**src/rtl/axis_insert_header_sched_if.sv**
```systemverilog
// Bundle of header-request, header-insert, payload-gate and output-monitor signals
// shared by the header insertion scheduler and its surroundings.
interface axis_insert_header_sched_if #(
  parameter int DATA_WD      = 32,
  parameter int DATA_BYTE_WD = DATA_WD / 8,
  parameter int BYTE_CNT_WD  = $clog2(DATA_BYTE_WD),
  parameter int NUM_SRC      = 4,
  parameter int SRC_WD       = $clog2(NUM_SRC)
);

  // header requesters
  logic [NUM_SRC-1:0]              src_valid_insert;
  logic [NUM_SRC*DATA_WD-1:0]      src_data_insert;
  logic [NUM_SRC*DATA_BYTE_WD-1:0] src_keep_insert;
  logic [NUM_SRC*BYTE_CNT_WD-1:0]  src_byte_insert_cnt;
  logic [NUM_SRC-1:0]              src_ready_insert;

  // selected header towards the insertion datapath
  logic                    valid_insert;
  logic [DATA_WD-1:0]      data_insert;
  logic [DATA_BYTE_WD-1:0] keep_insert;
  logic [BYTE_CNT_WD-1:0]  byte_insert_cnt;
  logic                    ready_insert;

  // payload gate
  logic s_valid_in;
  logic s_last_in;
  logic s_ready_in;
  logic m_valid_in;
  logic m_ready_in;

  // datapath output monitor
  logic mon_valid_out;
  logic mon_ready_out;
  logic mon_last_out;

  // status
  logic [SRC_WD-1:0] grant_id;
  logic              busy;
  logic [15:0]       pkt_cnt;
  logic              err;

  // scheduler side
  modport master (
    input  src_valid_insert, src_data_insert, src_keep_insert, src_byte_insert_cnt,
    output src_ready_insert,
    output valid_insert, data_insert, keep_insert, byte_insert_cnt,
    input  ready_insert,
    input  s_valid_in, s_last_in, m_ready_in,
    output s_ready_in, m_valid_in,
    input  mon_valid_out, mon_ready_out, mon_last_out,
    output grant_id, busy, pkt_cnt, err
  );

  // environment side
  modport slave (
    output src_valid_insert, src_data_insert, src_keep_insert, src_byte_insert_cnt,
    input  src_ready_insert,
    input  valid_insert, data_insert, keep_insert, byte_insert_cnt,
    output ready_insert,
    output s_valid_in, s_last_in, m_ready_in,
    input  s_ready_in, m_valid_in,
    output mon_valid_out, mon_ready_out, mon_last_out,
    input  grant_id, busy, pkt_cnt, err
  );

endinterface

```
**src/rtl/axis_insert_header_sched.sv**
```systemverilog
// Round-robin scheduler granting one header per packet to a shared insertion datapath,
// gating the payload and holding the grant until the packet leaves the datapath.
module axis_insert_header_sched #(
  parameter int DATA_WD      = 32,
  parameter int DATA_BYTE_WD = DATA_WD / 8,
  parameter int BYTE_CNT_WD  = $clog2(DATA_BYTE_WD),
  parameter int NUM_SRC      = 4,
  parameter int SRC_WD       = $clog2(NUM_SRC)
) (
  input  logic                       clk,
  input  logic                       rst,
  axis_insert_header_sched_if.master bus
);

  localparam int unsigned NSRC = NUM_SRC;

  typedef enum logic [1:0] {
    IDLE,
    HDR,
    PLD,
    DRAIN
  } state_t;

  state_t            state;
  logic [SRC_WD-1:0] grant_q;
  logic [SRC_WD-1:0] last_grant;
  logic [15:0]       pkt_cnt_q;
  logic              err_q;
  logic              busy_q;

  logic [SRC_WD-1:0] winner;
  logic              any_req;
  int unsigned       cand;

  logic hdr_fire;
  logic in_last_fire;
  logic out_last_fire;

  // Lowest offset from last_grant+1 wins; the flag keeps later hits from overriding.
  always_comb begin
    winner  = last_grant;
    any_req = 1'b0;
    cand    = 0;
    for (int unsigned off = 1; off <= NSRC; off++) begin
      cand = (32'(last_grant) + off) % NSRC;
      if (!any_req && bus.src_valid_insert[SRC_WD'(cand)]) begin
        any_req = 1'b1;
        winner  = SRC_WD'(cand);
      end
    end
  end

  always_comb begin
    hdr_fire      = (state == HDR) && bus.src_valid_insert[grant_q] && bus.ready_insert;
    in_last_fire  = (state == PLD) && bus.s_valid_in && bus.m_ready_in && bus.s_last_in;
    out_last_fire = bus.mon_valid_out && bus.mon_ready_out && bus.mon_last_out;
  end

  always_ff @(posedge clk) begin
    if (rst) begin
      state      <= IDLE;
      grant_q    <= '0;
      last_grant <= SRC_WD'(NUM_SRC - 1);
      pkt_cnt_q  <= '0;
      err_q      <= 1'b0;
      busy_q     <= 1'b0;
    end else begin
      case (state)
        IDLE: begin
          if (out_last_fire) begin
            err_q <= 1'b1;
          end
          if (any_req) begin
            grant_q <= winner;
            state   <= HDR;
            busy_q  <= 1'b1;
          end
        end
        HDR: begin
          if (out_last_fire) begin
            err_q <= 1'b1;
          end
          if (hdr_fire) begin
            state <= PLD;
          end
        end
        PLD: begin
          // Output last in PLD is only legal when it coincides with the input last.
          if (out_last_fire) begin
            if (in_last_fire) begin
              pkt_cnt_q  <= pkt_cnt_q + 16'd1;
              last_grant <= grant_q;
              state      <= IDLE;
              busy_q     <= 1'b0;
            end else begin
              err_q <= 1'b1;
            end
          end else if (in_last_fire) begin
            state <= DRAIN;
          end
        end
        DRAIN: begin
          if (out_last_fire) begin
            pkt_cnt_q  <= pkt_cnt_q + 16'd1;
            last_grant <= grant_q;
            state      <= IDLE;
            busy_q     <= 1'b0;
          end
        end
        default: begin
          state  <= IDLE;
          busy_q <= 1'b0;
        end
      endcase
    end
  end

  // Handshake outputs are held off during the reset cycle so nothing is accepted there.
  always_comb begin
    bus.valid_insert     = 1'b0;
    bus.src_ready_insert = '0;
    bus.data_insert      = '0;
    bus.keep_insert      = '0;
    bus.byte_insert_cnt  = '0;
    bus.m_valid_in       = 1'b0;
    bus.s_ready_in       = 1'b0;
    if (!rst) begin
      if (state == HDR) begin
        bus.valid_insert              = bus.src_valid_insert[grant_q];
        bus.src_ready_insert[grant_q] = bus.ready_insert;
        bus.data_insert     = bus.src_data_insert[32'(grant_q) * DATA_WD +: DATA_WD];
        bus.keep_insert     = bus.src_keep_insert[32'(grant_q) * DATA_BYTE_WD +: DATA_BYTE_WD];
        bus.byte_insert_cnt = bus.src_byte_insert_cnt[32'(grant_q) * BYTE_CNT_WD +: BYTE_CNT_WD];
      end
      if (state == PLD) begin
        bus.m_valid_in = bus.s_valid_in;
        bus.s_ready_in = bus.m_ready_in;
      end
    end
  end

  assign bus.grant_id = grant_q;
  assign bus.busy     = busy_q;
  assign bus.pkt_cnt  = pkt_cnt_q;
  assign bus.err      = err_q;

endmodule

```
**src/flat_wrapper.sv**
```systemverilog
// flat-port wrapper written by rule: the top's interface ports become plain ports
module axis_insert_header_sched_flat 
#(
  parameter int DATA_WD      = 32,
  parameter int DATA_BYTE_WD = DATA_WD / 8,
  parameter int BYTE_CNT_WD  = $clog2(DATA_BYTE_WD),
  parameter int NUM_SRC      = 4,
  parameter int SRC_WD       = $clog2(NUM_SRC)
)
  (clk, rst, bus_src_valid_insert, bus_src_data_insert, bus_src_keep_insert, bus_src_byte_insert_cnt, bus_src_ready_insert, bus_valid_insert, bus_data_insert, bus_keep_insert, bus_byte_insert_cnt, bus_ready_insert, bus_s_valid_in, bus_s_last_in, bus_m_ready_in, bus_s_ready_in, bus_m_valid_in, bus_mon_valid_out, bus_mon_ready_out, bus_mon_last_out, bus_grant_id, bus_busy, bus_pkt_cnt, bus_err);
  axis_insert_header_sched_if #(.DATA_WD(DATA_WD), .DATA_BYTE_WD(DATA_BYTE_WD), .BYTE_CNT_WD(BYTE_CNT_WD), .NUM_SRC(NUM_SRC), .SRC_WD(SRC_WD)) bus_i ();
  input  logic clk;
  input  logic rst;
  input wire logic [$bits(bus_i.src_valid_insert)-1:0] bus_src_valid_insert;
  input wire logic [$bits(bus_i.src_data_insert)-1:0] bus_src_data_insert;
  input wire logic [$bits(bus_i.src_keep_insert)-1:0] bus_src_keep_insert;
  input wire logic [$bits(bus_i.src_byte_insert_cnt)-1:0] bus_src_byte_insert_cnt;
  output wire logic [$bits(bus_i.src_ready_insert)-1:0] bus_src_ready_insert;
  output wire logic [$bits(bus_i.valid_insert)-1:0] bus_valid_insert;
  output wire logic [$bits(bus_i.data_insert)-1:0] bus_data_insert;
  output wire logic [$bits(bus_i.keep_insert)-1:0] bus_keep_insert;
  output wire logic [$bits(bus_i.byte_insert_cnt)-1:0] bus_byte_insert_cnt;
  input wire logic [$bits(bus_i.ready_insert)-1:0] bus_ready_insert;
  input wire logic [$bits(bus_i.s_valid_in)-1:0] bus_s_valid_in;
  input wire logic [$bits(bus_i.s_last_in)-1:0] bus_s_last_in;
  input wire logic [$bits(bus_i.m_ready_in)-1:0] bus_m_ready_in;
  output wire logic [$bits(bus_i.s_ready_in)-1:0] bus_s_ready_in;
  output wire logic [$bits(bus_i.m_valid_in)-1:0] bus_m_valid_in;
  input wire logic [$bits(bus_i.mon_valid_out)-1:0] bus_mon_valid_out;
  input wire logic [$bits(bus_i.mon_ready_out)-1:0] bus_mon_ready_out;
  input wire logic [$bits(bus_i.mon_last_out)-1:0] bus_mon_last_out;
  output wire logic [$bits(bus_i.grant_id)-1:0] bus_grant_id;
  output wire logic [$bits(bus_i.busy)-1:0] bus_busy;
  output wire logic [$bits(bus_i.pkt_cnt)-1:0] bus_pkt_cnt;
  output wire logic [$bits(bus_i.err)-1:0] bus_err;
  assign bus_i.src_valid_insert = bus_src_valid_insert;
  assign bus_i.src_data_insert = bus_src_data_insert;
  assign bus_i.src_keep_insert = bus_src_keep_insert;
  assign bus_i.src_byte_insert_cnt = bus_src_byte_insert_cnt;
  assign bus_src_ready_insert = bus_i.src_ready_insert;
  assign bus_valid_insert = bus_i.valid_insert;
  assign bus_data_insert = bus_i.data_insert;
  assign bus_keep_insert = bus_i.keep_insert;
  assign bus_byte_insert_cnt = bus_i.byte_insert_cnt;
  assign bus_i.ready_insert = bus_ready_insert;
  assign bus_i.s_valid_in = bus_s_valid_in;
  assign bus_i.s_last_in = bus_s_last_in;
  assign bus_i.m_ready_in = bus_m_ready_in;
  assign bus_s_ready_in = bus_i.s_ready_in;
  assign bus_m_valid_in = bus_i.m_valid_in;
  assign bus_i.mon_valid_out = bus_mon_valid_out;
  assign bus_i.mon_ready_out = bus_mon_ready_out;
  assign bus_i.mon_last_out = bus_mon_last_out;
  assign bus_grant_id = bus_i.grant_id;
  assign bus_busy = bus_i.busy;
  assign bus_pkt_cnt = bus_i.pkt_cnt;
  assign bus_err = bus_i.err;
  axis_insert_header_sched #(.DATA_WD(DATA_WD), .DATA_BYTE_WD(DATA_BYTE_WD), .BYTE_CNT_WD(BYTE_CNT_WD), .NUM_SRC(NUM_SRC), .SRC_WD(SRC_WD)) u_core (.clk(clk), .rst(rst), .bus(bus_i));
endmodule
```
**config.mk**
```make
export PLATFORM = sky130hd
export DESIGN_NAME = axis_insert_header_sched_flat
export DESIGN_NICKNAME = d
export VERILOG_FILES = /design/src/rtl/axis_insert_header_sched_if.sv /design/src/rtl/axis_insert_header_sched.sv /design/src/flat_wrapper.sv
export SDC_FILE = /design/constraint.sdc
export NUM_CORES = 1
export LEC_CHECK = 0
export CAP_MARGIN = 20
export CORE_MARGIN = 2
export CORE_UTILIZATION = 28
export DETAILED_ROUTE_END_ITERATION = 8
export PLACE_DENSITY = 0.78
export SLEW_MARGIN = 25
export SYNTH_ARGS = -nofsm -noshare
export SYNTH_HDL_FRONTEND = slang
export SYNTH_SLANG_ARGS = --single-unit
export TNS_END_PERCENT = 20
```
**constraint.sdc**
```tcl
create_clock -name clk -period 1.7 [get_ports clk]
set_clock_uncertainty 0.2 [all_clocks]
set_input_delay 0.17 -clock clk [delete_from_list [all_inputs] [get_ports clk]]
set_output_delay 0.17 -clock clk [all_outputs]
set_load 0.05 [all_outputs]
```
== After elaboration in Yosys (flattened, before gate mapping) ==
Index checks and enable logic that the tools add are counted.

* Flip-flop bits (word level): 24
* Input port bits: 165
* Output and inout port bits: 65
* Logic and storage cells: 113

* Add/subtract/negate cells: 5
* Magnitude comparators: 6
* Equal/unequal tests: 10
* Shift operators: 3
* Muxes and demuxes: 58
* Bitwise operators: 1
* Reduce and logical (&&, ||, !) cells: 24

{| class="wikitable"
|+ Operators with widths
! kind !! number
|-
| variable part select 128 x 8 -> 32 bit || 1
|-
| two-way mux 32 bit || 2
|-
| two-way mux 16 bit || 3
|-
| one-hot mux 16 bit (2 select lines) || 1
|-
| two-way mux 2 bit || 15
|-
| two-way mux 1 bit || 23
|-
| adder 16 x 1 -> 16 bit (second input constant) || 1
|-
| two-way mux 4 bit || 4
|-
| variable part select 16 x 5 -> 4 bit || 1
|-
| < comparator 2 x 3 -> 1 bit (second input constant) || 5
|-
| != test 2 x 1 -> 1 bit (second input constant) || 6
|-
| AND reduction 4 bit || 3
|-
| logical AND 1 bit || 11
|-
| binary-select mux 1 bit (select 2 bit) || 5
|-
| one-hot mux 2 bit (4 select lines) || 1
|-
| variable part select 8 x 4 -> 2 bit || 1
|-
| AND reduction 5 bit || 1
|-
| adder 2 x 1 -> 2 bit (second input constant) || 2
|-
| adder 2 bit (second input constant) || 2
|-
| bitwise AND 4 bit || 1
|-
| equality test 2 bit (second input constant) || 2
|-
| one-hot mux 2 bit (2 select lines) || 1
|-
| nonzero test 2 bit || 2
|-
| zero test 1 bit || 3
|-
| other kinds (10) || 10
|}

== Logic depth before layout (Yosys ltp) ==
* Depth in word-level cells: 15
* Gate-level depth with buffers: 5
* Gate-level depth less buffers: 5

== Least setup slack after synthesis ==
No wires, ideal clock.

* Kind: register to output
* Start point: register u_core.grant_q[1], in the netlist u_core.bus.grant_id[1]
* End point: output port bus_src_ready_insert[2]
* Arrival: 2.386 ns
* Data required time: 1.330 ns
* Path slack: -1.056 ns
* Stages on the path, launching flop included: 4
* Path buffers: 2
* Cell sequence: dfxtp_1 buf_2 buf_1 nor3b_1

* Longest elaborated chain between the ends: 7
* Elaborated cells between the ends (all ways): 8
* Classes of those cells: 2 x order compare; 4 x mux; 1 x bitwise; 1 x reduce/logical

{| class="wikitable"
|+ Ends and longest elaborated chain
! item !! line !! RTL
|-
| from (decl) || axis_insert_header_sched.sv:25 || <nowiki>logic [SRC_WD-1:0] grant_q;</nowiki>
|-
| from (signal assigned) || axis_insert_header_sched.sv:74 || <nowiki>grant_q <= winner;</nowiki>
|-
| < comparator 2 x 3 -> 1 bit (not written as such) or greater-or-equal comparator 2 x 1 -> 1 bit (tied branches) || axis_insert_header_sched.sv:130 || <nowiki>bus.src_ready_insert[grant_q] = bus.ready_insert;</nowiki>
|-
| logical AND 1 bit (not written as such) || axis_insert_header_sched.sv:130 ||
|-
| two-way mux 1 bit (not written as such) || axis_insert_header_sched.sv:130 ||
|-
| demux 1 bit (select 2 bit) (*) || - ||
|-
| bitwise AND 4 bit (no line) (*) || - ||
|-
| two-way mux 4 bit (*) || axis_insert_header_sched.sv:128 || <nowiki>if (state == HDR) begin</nowiki>
|-
| two-way mux 4 bit (*) || axis_insert_header_sched.sv:127 || <nowiki>if (!rst) begin</nowiki>
|-
| to (decl) || flat_wrapper.sv:18 || <nowiki>output wire logic [$bits(bus_i.src_ready_insert)-1:0] bus_src_ready_insert;</nowiki>
|}

Every way passes the cells marked *; elsewhere a longest branch is shown, timed or not.

== Final worst setup path ==
* Start point: register u_core.grant_q[0], in the netlist u_core.bus.grant_id[0]
* End point: output port bus_data_insert[16]

* Longest elaborated chain between the ends: 3

{| class="wikitable"
|+ Ends and longest elaborated chain
! item !! line !! RTL
|-
| variable part select 128 x 8 -> 32 bit || axis_insert_header_sched.sv:131 || <nowiki>bus.data_insert = bus.src_data_insert[32'(grant_q) * DATA_WD +: DATA_WD];</nowiki>
|-
| two-way mux 32 bit || axis_insert_header_sched.sv:128 ||
|-
| two-way mux 32 bit || axis_insert_header_sched.sv:127 ||
|-
| to (decl) || flat_wrapper.sv:20 || <nowiki>output wire logic [$bits(bus_i.data_insert)-1:0] bus_data_insert;</nowiki>
|}

Every way passes these cells.

==> flow_summary.ini <==
[critical_path]
cp_data_arrival_time_ps = 1720
ff2ff_path_depth = 5
critical_path_end_type = primary output
timing.setup.critical_path_class = reg2out
crit_path_max_fanout = 12
critPathRequiredTime_ps = 1330
worst_setup_path_start_kind = register
reg2reg_slack_ps = -90

[drt]
dr_total_vias = 3146
routed_wire_length_um = 11800
detail_route.drc_violations = 0
postRouteAntennaNets = 0
drt-pass1-iter-count = 4
detail_route.iter0.violations = 101
detail_route.vias_per_cell = 5.16
avgRoutedWirePerCell_um = 19.3

[die]
rows = 34
placeableCoreArea_sq_um = 8590
die_y_um = 97.5
die_w_um = 97.5
io-pin-count = 230
initial_core_util_pct = 28.5
die-area_sq_um = 9510

[flow_run]
timing.max_cap.violations = 0

[clock_network]
cts_h_tree_lvls = 1
cts-root-buf = sky130_fd_sc_hd__clkbuf_8
worst_setup_hold_path_clk_slew_ps = 80
clkSinkCount = 24
cts_tree = done
clkLatencyLatePin_ps = 260
ctsLongestPathBuffers = 2
cts_bufs_inserted = 3
cts-hold-fix-buffers = 0

[placement]
dp.cells = 603
dp_worst_setup_slack_ps = -385
place_congestion = 0.928
dp.final_hpwl_um = 10200
placement.io_buffers = 229

[run_status]
result_of_the_run = finished, violations left
violations = negative setup slack

[layout]
area_growth_syn_to_layout_pct = 143
num_antenna_cells = 0
stdcell_count = 610
layout-drive-gt1-share_pct = 46.2
layout.nets = 669

[timing]
timing.final.max_slew_violations = 0
max_frequency_mhz = 478
hold_ws_ps = 206
fin_crit_ps = 2090
fin_tns_setup_ps = -14320
setup_viol_count_final = 45
grt_setup_unrepaired = yes
timing.final.ws_setup_ps = -390
worst-slew-pin-transition_ps = 450
finalHoldViolations = 0
maxSlewHeadroom_pct = 69.6
final_min_period_over_clock_period_pct = 123

[pwr]
leakage_nw = 2.24
cell_internal_pwr_mw = 1.78
net-switching-power_mw = 0.853
clock_power_share_pct = 12.7
power_density_nw_per_um2 = 442
sw_frac_of_total_pct = 32.4
sequential_share_of_power_pct = 22.7
ir_worst_vdd_v = 0.000367
comb_power_share_pct = 64.6

[global_route]
grt.overflow.total = 0
globalRouteTotalUtil_pct = 23.7
grt_first_pass_wirelength_um = 18000
maximum_number_of_pins_on_one_net_before_global_route_repair = 19
grt_pass1_vias = 3282
grt_antenna_before_repair = 0

[synth]
synth_area_per_cell_sq_um = 10.5
synth_area_sq_um = 2450
total_number_of_yosys_warnings = 0
synth_enable_flop_cells = 0
synth_commonest_cells = sky130_fd_sc_hd__and2_1, sky130_fd_sc_hd__mux4_2, sky130_fd_sc_hd__dfxtp_1
yosys-top-cells-area = sky130_fd_sc_hd__mux4_2, sky130_fd_sc_hd__dfxtp_1, sky130_fd_sc_hd__and2_1
yosysTopAreaCellShare_pct = 35.9
synth_fp_nets = 400
postSynthCellCount = 234
synth.ff_latch_count = 24
seq_area_frac_synth_pct = 19.6
synth-async-reset-ratio_pct = 0
post_synthesis_cell_type_with_the_largest_combined_area = sky130_fd_sc_hd__mux4_2
synth_cell_types = 44
synth_top_flop_cell = sky130_fd_sc_hd__dfxtp_1

[min_path]
worstHoldPathType = in2reg
hold_path_depth = 3
## power by group through the flow
stage | combinational (mW) | sequential, mW | clock (mW)
2_1_floorplan | 0.797 | 0.621 | 0
3_3_place_gp | 1.65 | 0.610 | 0
3_5_place_dp | 1.68 | 0.610 | 0
4_1_cts | 1.70 | 0.598 | 0.336
5_1_grt | 1.77 | 0.601 | 0.359
6_report | 1.70 | 0.598 | 0.333
## critical path: stages (launching register included)
cell and delay, ps:
sky130_fd_sc_hd__dfxtp_4 430, sky130_fd_sc_hd__buf_12 170, sky130_fd_sc_hd__mux4_2 520, sky130_fd_sc_hd__and2_4 180, sky130_fd_sc_hd__buf_12 140
## metal layers
| layer | part of all wire, % | vias to the layer above | routed length [um] | track usage, % |
|---|---|---|---|---|
| met5 | 0 | - | 0 | 0 |
| met3 | 6.8 | 18 | 796 | 4.75 |
| met1 | 36 | 1505 | 4270 | 26.2 |
| li1 | - | 1458 | - | - |
| met4 | 2.1 | 0 | 244 | 5.34 |
| met2 | 55 | 165 | 6480 | 46.2 |
## final timing paths
| path | start | endpoint |
|---|---|---|
| worst max register to register | u_core.bus.pkt_cnt[1] | u_core.bus.pkt_cnt[14] |
| worst max-delay path | u_core.bus.grant_id[0] | bus_data_insert[16] |
| worst min-delay path | bus_mon_last_out | u_core.bus.err |
| worst min register to register | u_core.bus.err | u_core.bus.err |
## metrics by stage
| step | area, sq um | utilization [%] | total power, mW |
|---|---|---|---|
| floorplan | 2690 | - | 1.42 |
| global placement | 5830 | 67.9 | 2.26 |
| detailed placement | 5830 | 67.9 | 2.29 |
| CTS | 5950 | 69.2 | 2.64 |
| global route | 5950 | 69.3 | 2.73 |
| finish | 5950 | 69.3 | 2.63 |
## cells by family after synthesis
family,Yosys count,share of synthesized area [%]
flops,24,19.6
fa+ha+maj,1,0.511
xor+xnor,7,2.50
compound gates,36,10.1
buf+inv,23,4.80
simple gates,104,26.6
mux,39,35.9
## sequential cells by signal, summed over array words and instances, names as in the netlist
name	cells
u_core.last_grant	2
u_core.state	2
u_core.bus.pkt_cnt	16
u_core.bus.grant_id	2
u_core.bus.err	1
u_core.bus.busy	1
## placed cells by master (no fill, tap or decap), types with 4 or more instances in the layout
cell,n
sky130_fd_sc_hd__xnor2_1,6
sky130_fd_sc_hd__buf_4,62
sky130_fd_sc_hd__buf_6,4
sky130_fd_sc_hd__or3_1,5
sky130_fd_sc_hd__a21oi_1,11
sky130_fd_sc_hd__nand4_1,4
sky130_fd_sc_hd__dfxtp_1,11
sky130_fd_sc_hd__and2_4,39
sky130_fd_sc_hd__inv_1,4
sky130_fd_sc_hd__o21ai_0,9
sky130_fd_sc_hd__nand2_1,9
sky130_fd_sc_hd__mux4_2,39
sky130_fd_sc_hd__dfxtp_4,4
sky130_fd_sc_hd__dlygate4sd2_1,7
sky130_fd_sc_hd__nor2_1,13
sky130_fd_sc_hd__clkdlybuf4s50_1,157
sky130_fd_sc_hd__nand3_1,6
sky130_fd_sc_hd__dfxtp_2,9
sky130_fd_sc_hd__buf_12,53
## what timing repair did
action	in CTS	in global routing
endpoints found under the setup margin	52	54
pin swaps	28	10
gates resized for setup	21	4
setup buffers	3	0
## layout make-up
| cell class | instances | area, sq um |
|---|---|---|
| timing repair buffer | 283 | 3200 |
| fill | 618 | 2640 |
| multi-input combinational | 187 | 2050 |
| sequential | 24 | 507 |
| tap | 108 | 135 |
| clock buffer | 3 | 41.3 |
| inverter | 4 | 15.0 |
| clock inverter | 1 | 3.75 |
No activity file was read; power rests on OpenSTA's default activity.
